File: src/rtl/tdc_pkg.sv
// Shared types for the TDC/DTC loopback path.
// Holds the default code width, the DTC FSM state type and the interval code type.
package tdc_pkg;

   localparam int TIME_W = 20;

   typedef enum logic [1:0] {
      IDLE,
      RUN_S,
      RUN_M,
      GAP
   } dtc_state_t;

   typedef logic [TIME_W-1:0] time_code_t;

endpackage

File: src/rtl/dtc_code_buf.sv
// One-entry interval code buffer for dtc_pulse_gen.
// Ports: pll_clk, rst (sync, active-low), wr/wr_data (write), rd (pop),
//        rd_data (held code), full, rdy (empty), err (rejected write pulse).
module dtc_code_buf #(
   parameter int TIME_W = tdc_pkg::TIME_W
) (
   input  logic              pll_clk,
   input  logic              rst,
   input  logic              wr,
   input  logic [TIME_W-1:0] wr_data,
   input  logic              rd,
   output logic [TIME_W-1:0] rd_data,
   output logic              full,
   output logic              rdy,
   output logic              err
);

   logic accept;

   assign accept = wr & rdy;

   // rdy is kept as its own flop so the port stays registered;
   // it is always the complement of full.
   always_ff @(posedge pll_clk) begin
      if (!rst) begin
         rd_data <= '0;
         full    <= 1'b0;
         rdy     <= 1'b1;
         err     <= 1'b0;
      end else begin
         err <= wr & ~rdy;
         if (accept) begin
            rd_data <= wr_data;
            full    <= 1'b1;
            rdy     <= 1'b0;
         end else if (rd) begin
            full <= 1'b0;
            rdy  <= 1'b1;
         end
      end
   end

endmodule

File: src/rtl/dtc_pulse_gen.sv
// Digital-to-time pulse pair generator: signal rises at load, mod rises T cycles later.
// Ports: pll_clk, rst (sync, active-low), in_time/in_wr/in_rdy (code write),
//        signal, mod, busy, done, err. Optional DTC_REPEAT_EN adds input rep.
module dtc_pulse_gen
   import tdc_pkg::*;
#(
   parameter int TIME_W  = tdc_pkg::TIME_W,
   parameter int PULSE_W = 4,
   parameter int GAP_CYC = 8
) (
   input  logic              pll_clk,
   input  logic              rst,
   input  logic [TIME_W-1:0] in_time,
   input  logic              in_wr,
`ifdef DTC_REPEAT_EN
   input  logic              rep,
`endif
   output logic              in_rdy,
   output logic              signal,
   output logic              mod,
   output logic              busy,
   output logic              done,
   output logic              err
);

   localparam logic [TIME_W-1:0] ONE   = TIME_W'(1);
   localparam logic [TIME_W-1:0] P_CNT = TIME_W'(PULSE_W);
   localparam logic [TIME_W-1:0] G_CNT = TIME_W'(GAP_CYC);

   dtc_state_t        state;
   dtc_state_t        state_d;
   logic [TIME_W-1:0] cnt;
   logic [TIME_W-1:0] cnt_d;
   logic [TIME_W-1:0] buf_data;
   logic [TIME_W-1:0] load_t;
   logic              buf_full;
   logic              buf_rd;
   logic              launch;
   logic              load;
   logic              signal_d;
   logic              mod_d;
   logic              busy_d;
   logic              done_d;

   dtc_code_buf #(
      .TIME_W (TIME_W)
   ) u_buf (
      .pll_clk (pll_clk),
      .rst     (rst),
      .wr      (in_wr),
      .wr_data (in_time),
      .rd      (buf_rd),
      .rd_data (buf_data),
      .full    (buf_full),
      .rdy     (in_rdy),
      .err     (err)
   );

`ifdef DTC_REPEAT_EN
   logic [TIME_W-1:0] last_t;
   logic              rep_pend;

   // A buffered code always wins over relaunching the previous one.
   assign launch = buf_full | rep_pend;
   assign load_t = buf_full ? buf_data : last_t;

   always_ff @(posedge pll_clk) begin
      if (!rst) begin
         last_t   <= '0;
         rep_pend <= 1'b0;
      end else begin
         if (load) last_t <= load_t;
         if (done_d) rep_pend <= rep;
         else if (load) rep_pend <= 1'b0;
      end
   end
`else
   assign launch = buf_full;
   assign load_t = buf_data;
`endif

   assign load   = (state == IDLE) & launch;
   assign buf_rd = (state == IDLE) & buf_full;

   always_ff @(posedge pll_clk) begin
      if (!rst) begin
         state  <= IDLE;
         cnt    <= '0;
         signal <= 1'b0;
         mod    <= 1'b0;
         busy   <= 1'b0;
         done   <= 1'b0;
      end else begin
         state  <= state_d;
         cnt    <= cnt_d;
         signal <= signal_d;
         mod    <= mod_d;
         busy   <= busy_d;
         done   <= done_d;
      end
   end

   // Each timed state reloads cnt with its length on entry and
   // leaves on the edge where cnt reads 1, so T needs no extra bit.
   always_comb begin
      state_d = state;
      cnt_d   = cnt;
      unique case (state)
         IDLE: begin
            if (launch) begin
               if (load_t == '0) begin
                  state_d = RUN_M;
                  cnt_d   = P_CNT;
               end else begin
                  state_d = RUN_S;
                  cnt_d   = load_t;
               end
            end
         end
         RUN_S: begin
            if (cnt == ONE) begin
               state_d = RUN_M;
               cnt_d   = P_CNT;
            end else begin
               cnt_d = cnt - ONE;
            end
         end
         RUN_M: begin
            if (cnt == ONE) begin
               state_d = GAP;
               cnt_d   = G_CNT;
            end else begin
               cnt_d = cnt - ONE;
            end
         end
         GAP: begin
            if (cnt == ONE) begin
               state_d = IDLE;
               cnt_d   = '0;
            end else begin
               cnt_d = cnt - ONE;
            end
         end
         default: begin
            state_d = IDLE;
            cnt_d   = '0;
         end
      endcase
   end

   // Outputs are registered copies of the next-state decode.
   always_comb begin
      signal_d = (state_d == RUN_S) || (state_d == RUN_M);
      mod_d    = (state_d == RUN_M);
      busy_d   = (state_d != IDLE);
      done_d   = (state == GAP) && (state_d == IDLE);
   end

endmodule

File: config.mk
export PLATFORM = sky130hd
export DESIGN_NAME = dtc_pulse_gen
export DESIGN_NICKNAME = d
export VERILOG_FILES = /design/src/rtl/tdc_pkg.sv /design/src/rtl/dtc_code_buf.sv /design/src/rtl/dtc_pulse_gen.sv
export SDC_FILE = /design/constraint.sdc
export NUM_CORES = 1
export LEC_CHECK = 0
export CAP_MARGIN = 25
export CORE_ASPECT_RATIO = 0.5
export CORE_MARGIN = 5
export CORE_UTILIZATION = 42
export CTS_CLUSTER_SIZE = 16
export DETAILED_ROUTE_END_ITERATION = 10
export PLACE_DENSITY_LB_ADDON = 0.12
export SLEW_MARGIN = 10
export SYNTH_ARGS = -nofsm -noshare
export SYNTH_HDL_FRONTEND = slang
export SYNTH_HIERARCHICAL = 1
export SYNTH_SLANG_ARGS = --single-unit
File: constraint.sdc
create_clock -name pll_clk -period 3.2 [get_ports pll_clk]
set_clock_uncertainty 0.2 [all_clocks]
set_input_delay 0.48 -clock pll_clk [delete_from_list [all_inputs] [get_ports pll_clk]]
set_output_delay 0.48 -clock pll_clk [all_outputs]
set_load 0.02 [all_outputs]
Word-level counts from Yosys, hierarchy flattened
Cells that the tools add are included.
W data, S select, Z words.
{"block": "word_totals", "latch_bits": 0, "mem_bits_ro": 0, "reg_bits": 49, "n_memories": 0, "ramBits": 0}
{"block": "op_classes", "bitwise_logic": 4, "add_sub_neg": 1, "n_mul": 0, "order_cmp": 0, "n_eq_ne": 7, "muxes": 16, "div": 0, "shifts": 0, "reduce_logical": 7}
{"op": "$mux W20", "n": 5}
{"op": "$pmux W20 S4", "n": 1}
{"op": "$eq A20 B1 Y1 const B", "n": 1}
{"op": "$logic_not A20 Y1", "n": 1}
{"op": "$sub A20 B1 Y20 const B", "n": 1}
{"op": "$mux W2", "n": 5}
{"op": "$pmux W2 S4", "n": 1}
{"op": "$eq A2 B2 Y1 const B", "n": 3}
{"op": "$eq A2 B1 Y1 const B", "n": 2}
{"op": "$logic_not A2 Y1", "n": 2}
{"op": "$mux W1", "n": 4}
{"op": "$reduce_bool A2 Y1", "n": 2}
{"op": "$and A1 B1 Y1", "n": 3}
{"op": "$ne A2 B1 Y1 const B", "n": 1}
{"op": "$logic_and A1 B1 Y1", "n": 1}
{"op": "$logic_or A1 B1 Y1", "n": 1}
{"op": "$not A1 Y1", "n": 1}

Longest topological paths before layout
Gate-level depths: netlist (run 1).
{"block": "logic_depth", "depth_word": 6, "mapped_depth": 10}

By module
The synthesis (run 1) kept the hierarchy.
{"mod": "dtc_pulse_gen", "area_per_inst_um2": 1582.8, "n_inst": 1, "seq_area_each_um2": 520.5, "cells_each": 194}
{"mod": "dtc_code_buf", "area_per_inst_um2": 975.9, "n_inst": 1, "seq_area_each_um2": 460.4, "cells_each": 101}

Worst setup path after synthesis (run 1)
OpenSTA, ideal clock, no wires.
{"block": "synth_timing", "path_kind": "register to register", "from": "register cnt[0]", "to": "register cnt[14]", "setup_time_ns": 0.078, "path_buffers": 2, "t_arrival_ns": 2.166, "slack_ns": 0.755, "path_stages_with_launch": 10, "cell_sequence": "dfxtp_1 inv_1 ha_1 or3b_2 clkbuf_1 or3_1 buf_6 nor3_1 mux2_2 nor3_1"}
{"block": "synth_via", "elab_chain_len": 3, "elab_cells_between_ends": 6, "cone_classes": "add/sub: 1; eq/ne: 1; mux: 4"}
{"item": "from (decl)", "line_no": "dtc_pulse_gen.sv:32", "source": "logic [TIME_W-1:0] cnt;"}
{"item": "from (signal assigned)", "line_no": "dtc_pulse_gen.sv:95", "source": "cnt <= cnt_d;"}
{"item": "$sub A20 B1 Y20 or $eq A20 B1 Y1 (tied branches)"}
{"item": "$mux W20, on equally long branches", "line_no": "dtc_pulse_gen.sv:137, dtc_pulse_gen.sv:121, dtc_pulse_gen.sv:129"}
{"item": "$pmux W20 S4 (*)", "line_no": "dtc_pulse_gen.sv:108", "source": "unique case (state)"}
Every way passes the cells marked *; elsewhere a longest branch is shown, timed or not.
A chain may end at the register's enable or synchronous reset.

Final worst setup path (run 1)
{"block": "layout_timing", "from": "register cnt[11]", "to": "register done"}
{"block": "layout_via", "elab_chain_len": 5, "elab_cells_between_ends": 7, "cone_classes": "eq/ne: 1; mux: 4; reduce/logical: 2"}
{"item": "$eq A20 B1 Y1 (*)", "line_no": "dtc_pulse_gen.sv:121, dtc_pulse_gen.sv:129, dtc_pulse_gen.sv:137"}
{"item": "$mux W2, on equally long branches", "line_no": "dtc_pulse_gen.sv:137, dtc_pulse_gen.sv:121, dtc_pulse_gen.sv:129"}
{"item": "$pmux W2 S4 (*)", "line_no": "dtc_pulse_gen.sv:108"}
{"item": "via state_d[1]", "line_no": "dtc_pulse_gen.sv:31", "source": "dtc_state_t state_d;"}
{"item": "$logic_not A2 Y1 (*)", "line_no": "dtc_pulse_gen.sv:156", "source": "done_d = (state == GAP) && (state_d == IDLE);"}
{"item": "$logic_and A1 B1 Y1 (*)", "line_no": "dtc_pulse_gen.sv:156"}
{"item": "to (signal assigned)", "line_no": "dtc_pulse_gen.sv:99", "source": "done <= done_d;"}
{"item": "to (decl)", "line_no": "dtc_pulse_gen.sv:22", "source": "output logic done,"}
Mark *: on every way through the listed nets, which the timed path passes. The rest lies on a longest branch.

==> results of run 1 <==
-- state kept, by name (all words and copies together), names as in the netlist --
register       flops
cnt               20
u_buf/rd_data     20
state              2
busy               1
done               1
mod                1
signal             1
u_buf/err          1
u_buf/full         1
u_buf/rdy          1
-- area by class of cell --
class	count	share of cell area
multi-input cells	218	0.4707
flip-flops and latches	49	0.3304
repair buffers	34	0.1096
clock buffers	5	0.04214
well taps	77	0.03245
inverters	7	0.008850
clock inverters	3	0.005900
-- cell families after synthesis --
family | count (synthesis)
buf+inv | 28
flops | 49
simple gates | 129
compound gates | 73
xor+xnor | 5
mux | 7
fa+ha+maj | 4
-- critical path, cell delays in order (launching register included) --
cell and delay (ns):
dfxtp_1 0.37, nor4_1 0.57, nand2_1 0.33, o21a_1 0.26, o31ai_1 0.34, inv_1 0.11, ha_1 0.21, nand2_1 0.06
nor3_1 0.04
-- per-layer routing --
layer	vias up	part of all wire
met1	1108	0.50
met4	0	0.012
met2	98	0.40
met5	-	0
met3	10	0.090
li1	1144	-
-- power breakdown --
group / leakage, nW / internal, mW / switching (mW)
Clock: 0.0696 / 0.287 / 0.229
Combinational: 0.605 / 0.283 / 0.405
Sequential: 0.403 / 0.696 / 0.106
Total: 1.08 / 1.27 / 0.739
-- cell usage in the layout, fill, tap and decap left out, drive strengths merged, types with 4 or more instances in the layout --
| cell type | n |
|---|---|
| nor2 | 19 |
| inv | 6 |
| dfxtp | 49 |
| a31oi | 5 |
| o21a | 5 |
| mux2i | 5 |
| ha | 4 |
| nand4 | 22 |
| nand2 | 42 |
| o21ai | 28 |
| or4 | 7 |
| clkdlybuf4s50 | 28 |
| nor4 | 11 |
| a21oi | 8 |
| buf | 6 |
| clkbuf | 5 |
| nor3 | 12 |
| o31ai | 5 |
-- worst max-delay path by stage --
stage / to / slack [ns] / depth (start not counted)
global placement: cnt[14]$_SDFFE_PN0P_ / 0.73 / 7
CTS: done$_SDFF_PN0_ / 0.62 / 8
detailed placement: done$_SDFF_PN0_ / 0.64 / 8
floorplan: cnt[14]$_SDFFE_PN0P_ / 0.76 / 9
global route: done$_SDFF_PN0_ / 0.36 / 8
finish: done$_SDFF_PN0_ / 0.60 / 8
-- through the flow --
stage / hold WS [ns] / util / area [um^2] / total power, mW / std cells
2_1_floorplan: 0.2414 / - / 2559 / 1.329 / 295
3_3_place_gp: 0.2717 / 0.4726 / 2826 / 1.485 / 385
3_5_place_dp: 0.2784 / 0.4726 / 2826 / 1.489 / 385
4_1_cts: 0.2897 / 0.4964 / 2969 / 2.008 / 393
5_1_grt: 0.3062 / 0.4964 / 2969 / 2.137 / 393
6_report: 0.2869 / 0.4964 / 2969 / 2.005 / 393
==> impl_results.md, run 1 <==
* GRT met3 Usage at 0.05589
* Simple-gate share of the synthesized area at 0.2636
* Post-Syn Area at about 2600 um^2
* Pwr dens at slightly below 700 nW/um^2
* Most common cell in the synthesized netlist: dfxtp_1
* Per-cell routed wire length at approximately 17 um
* Placer Congestion at 0.8399
* Final min period at between 2 and 3 ns
* CTS H-tree lvls at 2
* Clock Tree Buf Depth at 2
* Core area at 5981 um^2
* Antenna Violating Nets Remaining at 0
* DP HPWL at approximately 4.8 mm
* Number of global-route vias before repair at 2,201
* Clk slew on worst S/H paths at 0.07 ns
* Tcrit/Tclk final at 0.8140
* Worst Hold Class: flop to flop
* Post-synth top cells: dfxtp_1 (49), nand2_1 (42), nand4_1 (22)
* Drt initial violations at around 140
* FILL cells at a little under 600
* Multi-input gate area at roughly 1400 um^2
* Number of diodes at 0
* Grt total ovfl at 0
* Hold Crit Start: u_buf/rd_data[6]$_SDFFE_PN0P_
* GRT busiest layer: met1
* Outcome: completed
* 1st-pass router iterations at 4
* Top FF cell, synth: dfxtp_1
* Root Buffer: clkbuf_16
* Layout overhead on the synthesized area at 16.04%
* Req. time, crit path at ~3.2 ns
* CP arrival at approximately 2.6 ns
* Skew-Pair Late Insertion Delay at ~0.28 ns
* Top post-synthesis cells by area: dfxtp_1 (38%), o21ai_2 (6.8%), nand2_1 (6.2%)
* Fmax achieved at 0.3839 GHz
* RSZ-0062 raised after global routing: false
* R2r setup slk at a little under 0.6 ns
* Pin count of the biggest net entering global routing at 25
* Die W at between 100 and 150 um
* Vias at 2,360
* EDFF count, synth at 0
* Max Cap Viol at 0
* Synth unique cells at 55
* Reg-to-Reg End: done$_SDFF_PN0_
* Ports at 29
* Final TNS setup at 0 ns
* CTS tree: yes
* Worst Hold Path EP: u_buf/rd_data[6]$_SDFFE_PN0P_
* Mux contribution to synthesized area at 0.02836
* Cell taking the most area after synthesis: dfxtp_1
* Crit path max fanout at 9
* Total track usage at 0.1737
* Crit Reg-Reg Startpoint: cnt[11]$_SDFFE_PN0P_
* Share of cells above drive strength 1 at 0.1424
* Slew Viols, Final at 0
* Worst setup margin at just under 0.6 ns
* Critical path startpoint category: flop
* Final setup vio count at 0
* IR drop worst, VDD at between 0.2 and 0.3 mV
* Critical path origin: cnt[11]$_SDFFE_PN0P_
* Final net count at between 300 and 400
* # DRC at 0
* Die Y at about 65 um
* CTS buffer count at 5
* Post-Synth Adder-Cell Area at 0.01956
* Critical path class: flop to flop
* Die area at approximately 7800 um^2
* Post-synthesis sequential area ratio at 0.3834
* Synth warn at 6
* Post_cts resized at 0
* Synth Area in Compound Gates at 0.2176
* Hold Path Stages at 2
* Post-Synth XOR/XNOR Area at 0.01711
* Ys async rst share at 0
* Slew headroom at 0.5828
* Register Area at slightly below 1000 um^2
* GRT met2 Usage at 0.2481
* Clock Sinks at a little under 50
* Main combinational cell family by area after synthesis: simple AND/OR/NAND/NOR gates
* Crit end category: flop
* Via-to-Cell Ratio at between 6 and 7
* Initial core utilization at 0.4278
* Final Hold Viols at 0
* LEAKAGE at around 1.1 nW
* R2R depth at 8
* Post-Syn Area per Cell at 8.674 um^2
* Total Routed Length at ~6.6 mm
* Initial antenna violation count at 0
* Std cell rows at 20
* Pre-CTS setup slack at roughly 0.64 ns
* Worst-margin pin slew at slightly above 0.6 ns
* Synth Register Bits at between 40 and 50
* First-pass GRT wire length at around 11 mm
* Post-CTS Setup Bufs at 0
* IO buf count at 28
* Hold buffers post-CTS at 0
* Post-Synthesis Cells at slightly below 300
* Post-Syn Nets at 322
* Top cell type's share of synthesized area at 0.3834
* Global Route met1 Usage at 0.2547
Note: power is estimated with default switching activity, not from simulation.
==> run 2, diff against run 1 <==
==> constraint.sdc (replaced) <==
create_clock -name pll_clk -period 2.7 [get_ports pll_clk]
set_clock_uncertainty 0.2 [all_clocks]
set_input_delay 0.405 -clock pll_clk [delete_from_list [all_inputs] [get_ports pll_clk]]
set_output_delay 0.405 -clock pll_clk [all_outputs]
set_load 0.02 [all_outputs]
==> run 2 against run 1 <==
Against the previous run:
- critical path depth did not move
- register-to-register slack got worse by 0.34 ns
- flip-flop and latch count did not move
- cell count rose by 1.8%
- total power rose by 35%
- design area rose by 3.7%
- count of clock-buffer cells in the layout did not move
- via count rose by 1.0%
- first-iteration DRC count fell by 7.1%
==> impl_results.md, run 2 (synthesis gave the netlist of run 1 again) <==
* Global Route met1 Usage at 0.2550 (+0.0002579)
* Placed Area at 2879 um^2 (+1.9%)
* Outcome: completed
* First-pass GRT wire length at 11.44 mm (+4.5%)
* CP arrival at 2.41 ns (-0.15 ns)
* Crit end category: flop
* Number of diodes at 0 (unchanged)
* Final setup vio count at 0 (unchanged)
* CTS H-tree lvls at 2 (unchanged)
* Slew headroom at 0.6604 (+0.07764)
* Number of global-route vias before repair at 2,282 (+3.7%)
* CTS tree: yes
* Skew-Pair Late Insertion Delay at 0.29 ns (about the same)
* Placer Congestion at 0.8510 (+1.3%)
* Slew Viols, Final at 0 (unchanged)
* Via-to-Cell Ratio at 5.960 (-0.75%)
* Clock Sinks at 49 (unchanged)
* Die area at 7848 um^2 (unchanged)
* Pwr dens at 877.6 nW/um^2 (+30%)
* Reg-to-Reg End: cnt[18]$_SDFFE_PN0P_
* Final net count at 349 (+2.0%)
* DP HPWL at 5.116 mm (+6.7%)
* Crit Reg-Reg Startpoint: cnt[0]$_SDFFE_PN0P_
* Per-cell routed wire length at 18.13 um (+7.6%)
* GRT met3 Usage at 0.05933 (+0.003439)
* Biggest regs: cnt (20), u_buf/rd_data (20), state (2)
* Clk slew on worst S/H paths at 0.07 ns (about the same)
* Initial core utilization at 0.4278 (unchanged)
* Pin count of the biggest net entering global routing at 45 (+80%)
* Worst Hold Class: flop to flop
* Final min period at 2.440 ns (-0.1648 ns)
* Tcrit/Tclk final at 0.9037 (+0.08971)
* R2R depth at 8 (unchanged)
* GRT met2 Usage at 0.2759 (+0.02780)
* Commonest non-fill, non-tap cell in the layout: dfxtp_1
* Final Hold Viols at 0 (unchanged)
* Hold Crit Start: u_buf/rd_data[8]$_SDFFE_PN0P_
* Initial antenna violation count at 0 (unchanged)
* Crit path max fanout at 7 (-2)
* Share of cells above drive strength 1 at 0.1641 (+0.02168)
* Grt total ovfl at 0 (unchanged)
* RSZ-0062 raised after global routing: false
* Critical path startpoint category: flop
* Std cell rows at 20 (unchanged)
* GRT busiest layer: met2
* Die Y at 65.19 um (unchanged)
* Total Routed Length at 7.253 mm (+9.5%)
* FILL cells at 551 (-5.2%)
* Ports at 29 (unchanged)
* Root Buffer: clkbuf_16
* Core area at 5981 um^2 (unchanged)
* Total track usage at 0.1848 (+0.01114)
* Drt initial violations at 131 (-7.1%)
* Max Cap Viol at 0 (unchanged)
* Fmax achieved at 0.4098 GHz (+6.8%)
* Clock Tree Buf Depth at 2 (unchanged)
* R2r setup slk at 0.26 ns (-0.34 ns)
* Critical path class: flop to flop
* LEAKAGE at 1.136 nW (+5.5%)
* CTS buffer count at 5 (unchanged)
* Commonest non-fill, non-tap cells in the layout: dfxtp_1 (49), nand2_1 (42), clkdlybuf4s50_1 (28)
* Antenna Violating Nets Remaining at 0 (unchanged)
* Worst-margin pin slew at 0.5047 ns (-0.1169 ns)
* Hold Path Stages at 2 (unchanged)
* Req. time, crit path at 2.67 ns (-0.49 ns)
* Worst Hold Path EP: u_buf/rd_data[8]$_SDFFE_PN0P_
* Vias at 2,384 (+1.0%)
* Final TNS setup at 0 ns (unchanged)
* 1st-pass router iterations at 7 (+3)
* Layout overhead on the synthesized area at 20.34%
* Die W at 120.4 um (unchanged)
* IR drop worst, VDD at 0.3475 mV (+20%)
* IO buf count at 28 (unchanged)
* # DRC at 0 (unchanged)
* Layout Cell Area excl Fill at 3079 um^2 (+3.7%)
## run 2: changes by cell type in the layout (fill, tap and decap cells not counted), sizes merged
cell and delta:
inv +1, bufinv +2, clkinv -2, clkinvlp -1
buf +7
## run 2: worst max path at each step
stage	from	to	cells after the start
after CTS	cnt[0]$_SDFFE_PN0P_	cnt[18]$_SDFFE_PN0P_	8
after global routing	cnt[0]$_SDFFE_PN0P_	cnt[18]$_SDFFE_PN0P_	8
after floorplan	cnt[0]$_SDFFE_PN0P_	cnt[14]$_SDFFE_PN0P_	9
after detailed placement	cnt[0]$_SDFFE_PN0P_	done$_SDFF_PN0_	9
final	cnt[0]$_SDFFE_PN0P_	cnt[18]$_SDFFE_PN0P_	8
after global placement	cnt[0]$_SDFFE_PN0P_	cnt[18]$_SDFFE_PN0P_	8
## run 2: routing by layer
metal / wire length [um] / up-vias
li1: - / 1158
met1: 3530 / 1120
met2: 2996 / 97
met3: 633 / 9
met4: 92 / 0
met5: 0 / -
## run 2: worst max-delay path, cell delays in order (launching register included)
cell	delay, ns
dfxtp_1	0.37
inv_1	0.08
ha_1	0.18
or3b_2	0.53
or3_1	0.36
buf_4	0.17
o21a_1	0.17
o21ai_0	0.17
a21oi_1	0.09
## run 2: timing repair
item | 4_1_cts | 5_1_grt
hold buffers | 0 | 0
setup buffers | 0 | 0
gates resized for setup | 0 | 1
setup endpoints to repair | 0 | 2
## run 2: through the flow
stage	hold WS, ns	power, mW	util	setup WS, ns	std cells
2_1_floorplan	0.2414	1.575	-	0.2554	295
3_3_place_gp	0.2705	1.841	0.4814	0.3778	392
3_5_place_dp	0.2726	1.853	0.4814	0.2989	392
4_1_cts	0.2818	2.691	0.5138	0.2661	400
5_1_grt	0.3138	2.843	0.5149	0.1070	400
6_report	0.2792	2.702	0.5149	0.2600	400
## run 2: where the power goes
part | switching, mW | internal [mW]
logic | 0.520 | 0.399
registers | 0.131 | 0.824
clock network | 0.294 | 0.535
total | 0.945 | 1.76
## run 2: final cells by class
type | instances | area (um^2) | share of cell area
inverter | 7 | 26.28 | 0.008533
timing repair buffer | 41 | 377.9 | 0.1227
multi-input combinational | 218 | 1404 | 0.4559
clock inverter | 3 | 68.82 | 0.02235
tap | 77 | 96.34 | 0.03129
clock buffer | 5 | 125.1 | 0.04063
sequential | 49 | 980.9 | 0.3186
==> run 3, diff against run 2 <==
--- a/config.mk
+++ b/config.mk
@@ -11,7 +11,8 @@
 export CORE_UTILIZATION = 42
 export CTS_CLUSTER_SIZE = 16
 export DETAILED_ROUTE_END_ITERATION = 10
-export PLACE_DENSITY_LB_ADDON = 0.12
+export PLACE_DENSITY_LB_ADDON = 0.25
+export RECOVER_POWER = 50
 export SLEW_MARGIN = 10
 export SYNTH_ARGS = -nofsm -noshare
 export SYNTH_HDL_FRONTEND = slang
==> run 3 against run 2 <==
Against the previous run:
- flip-flop and latch count unchanged
- via count shrank 0.46%
- count of clock-buffer cells in the layout did not move
- first-iteration DRC count increased by 26%
- cell count down 0.50%
- design area down 3.6%
- wire length down 5.7%
- non-clock buffer count down 1
- critical path depth is 1 higher
- register-to-register slack barely moved
- critical path type unchanged
- highest routed layer unchanged
==> impl_results.md, run 3 (synthesis gave the netlist of run 1 again) <==
* Outcome: completed
* DP HPWL at 4.888 mm (-4.5%)
* 1st-pass router iterations at 7 (unchanged)
* Final cell count without fillers at 398 (-0.50%)
* IR drop worst, VDD at 0.2993 mV (-14%)
* Fin Hold WS at 0.2968 ns (+0.01757 ns)
* Final TNS setup at 0 ns (unchanged)
* Number of global-route vias before repair at 2,190 (-4.0%)
* Share of cells above drive strength 1 at 0.1028 (-0.06128)
* CTS H-tree lvls at 2 (unchanged)
* Final net count at 348 (-0.29%)
* Max Cap Viol at 0 (unchanged)
* Root Buffer: clkbuf_16
* Antenna Violating Nets Remaining at 0 (unchanged)
* Die Y at 65.19 um (unchanged)
* Per-cell routed wire length at 17.19 um (-5.2%)
* Slew headroom at 0.4722 (-0.1883)
* RSZ-0062 raised after global routing: false
* Total Routed Length at 6.840 mm (-5.7%)
* Critical path origin: cnt[0]$_SDFFE_PN0P_
* Clock Sinks at 49 (unchanged)
* Crit Reg-Reg Startpoint: cnt[0]$_SDFFE_PN0P_
* Slew Viols, Final at 0 (unchanged)
* Worst-margin pin slew at 0.7917 ns (+0.2871 ns)
* Grt total ovfl at 0 (unchanged)
* Drt initial violations at 165 (+26%)
* Critical path startpoint category: flop
* WP buf/inv at 1 (-1)
* Worst path slowest cell: dfxtp_1
* Post_cts resized at 0 (unchanged)
* Final core utilization at 0.4964 (-0.01841)
* Fmax achieved at 0.4099 GHz (about the same)
* Placer Congestion at 0.9329 (+9.6%)
* Final Hold Viols at 0 (unchanged)
* Final setup vio count at 0 (unchanged)
* Biggest regs: cnt (20), u_buf/rd_data (20), state (2)
* Clk slew on worst S/H paths at 0.07 ns (about the same)
* Pre-CTS setup slack at 0.2772 ns (-0.02166 ns)
* Crit-path cells: ha_1 -> nor4b_1 -> nand4_1 -> o21a_1 -> o31ai_1 -> inv_1 -> ha_1 -> nand2_1 -> nor3_1
* Ports at 29 (unchanged)
* Hold buffers post-CTS at 0 (unchanged)
* Hold Crit Start: cnt[13]$_SDFFE_PN0P_
* Dpl cells at 391 (-0.26%)
* Critical path class: flop to flop
* Layout overhead on the synthesized area at 16.04%
* First-pass GRT wire length at 11.25 mm (-1.6%)
* CTS tree: yes
* Layout Cell Area excl Fill at 2969 um^2 (-3.6%)
* Crit end category: flop
* CTS buffer count at 5 (unchanged)
* Commonest non-fill, non-tap cell in the layout: dfxtp_1
* # DRC at 0 (unchanged)
* Die area at 7848 um^2 (unchanged)
* LEAKAGE at 1.098 nW (-3.4%)
* Total track usage at 0.1829 (-0.001951)
* Commonest non-fill, non-tap cells in the layout: dfxtp_1 (49), nand2_1 (42), o21ai_0 (24)
* Critical path's most frequent cell: ha_1
* Placed Area at 2872 um^2 (-0.26%)
* Tcrit/Tclk final at 0.9035 (about the same)
* Slowest stage delay, CP at 0.43 ns (-0.10 ns)
* Die W at 120.4 um (unchanged)
* Core area at 5981 um^2 (unchanged)
* CP arrival at 2.41 ns (about the same)
* Crit path max fanout at 7 (unchanged)
* Worst setup margin at 0.2606 ns (+0.0005860 ns)
* Via-to-Cell Ratio at 5.962 (about the same)
* Post-CTS Setup Bufs at 0 (unchanged)
* IO buf count at 28 (unchanged)
* Initial antenna violation count at 0 (unchanged)
* Initial core utilization at 0.4278 (unchanged)
* Final min period at 2.439 ns (-0.0005860 ns)
* Pwr dens at 856.7 nW/um^2 (-2.4%)
* FILL cells at 568 (+3.1%)
* Req. time, crit path at 2.67 ns (about the same)
* Std cell rows at 20 (unchanged)
* Multi-input gate area at 1334 um^2 (-5.0%)
* Skew-Pair Late Insertion Delay at 0.29 ns (about the same)
* Register Area at 980.9 um^2 (unchanged)
* Tot Pwr at 2.544 mW (-5.9%)
* Vias at 2,373 (-0.46%)
* Number of diodes at 0 (unchanged)
* Clock Tree Buf Depth at 2 (unchanged)
* Pin count of the biggest net entering global routing at 45 (unchanged)
* Worst Hold Class: flop to flop
* Kind of cell adding the most delay to the critical path: simple AND/OR/NAND/NOR gates
-- run 3: final cells by class --
type / instances / share of cell area
multi-input cells: 218 / 0.4492
inverters: 7 / 0.008850
clock inverters: 2 / 0.01306
repair buffers: 40 / 0.1239
well taps: 77 / 0.03245
clock buffers: 5 / 0.04214
flip-flops and latches: 49 / 0.3304
-- run 3: routing by layer --
metal | vias up | global-route usage | share of wire
li1 | 1152 | - | -
met1 | 1107 | 0.2638 | 0.49
met3 | 14 | 0.05245 | 0.071
met5 | - | 0 | 0
met2 | 100 | 0.2627 | 0.43
met4 | 0 | 0.05508 | 0.013
-- run 3: path summary, 6_finish.rpt --
kind	to	slack, ns	cells after the start
max	done$_SDFF_PN0_	0.26	9
min	cnt[13]$_SDFFE_PN0P_	0.30	2
max reg2reg	done$_SDFF_PN0_	0.26	9
min reg2reg	cnt[13]$_SDFFE_PN0P_	0.30	2
-- run 3: tightest hold or removal path, stage by stage (launching register included) --
cell and delay (ns):
dfxtp_1 0.33, nand3_1 0.07, a21oi_1 0.05
-- run 3: report_power, final --
group	switching (mW)	leakage [nW]	total, mW	internal (mW)
logic	0.498	0.615	0.886	0.388
registers	0.124	0.403	0.948	0.824
clock network	0.274	0.0803	0.709	0.435
total	0.896	1.10	2.54	1.65
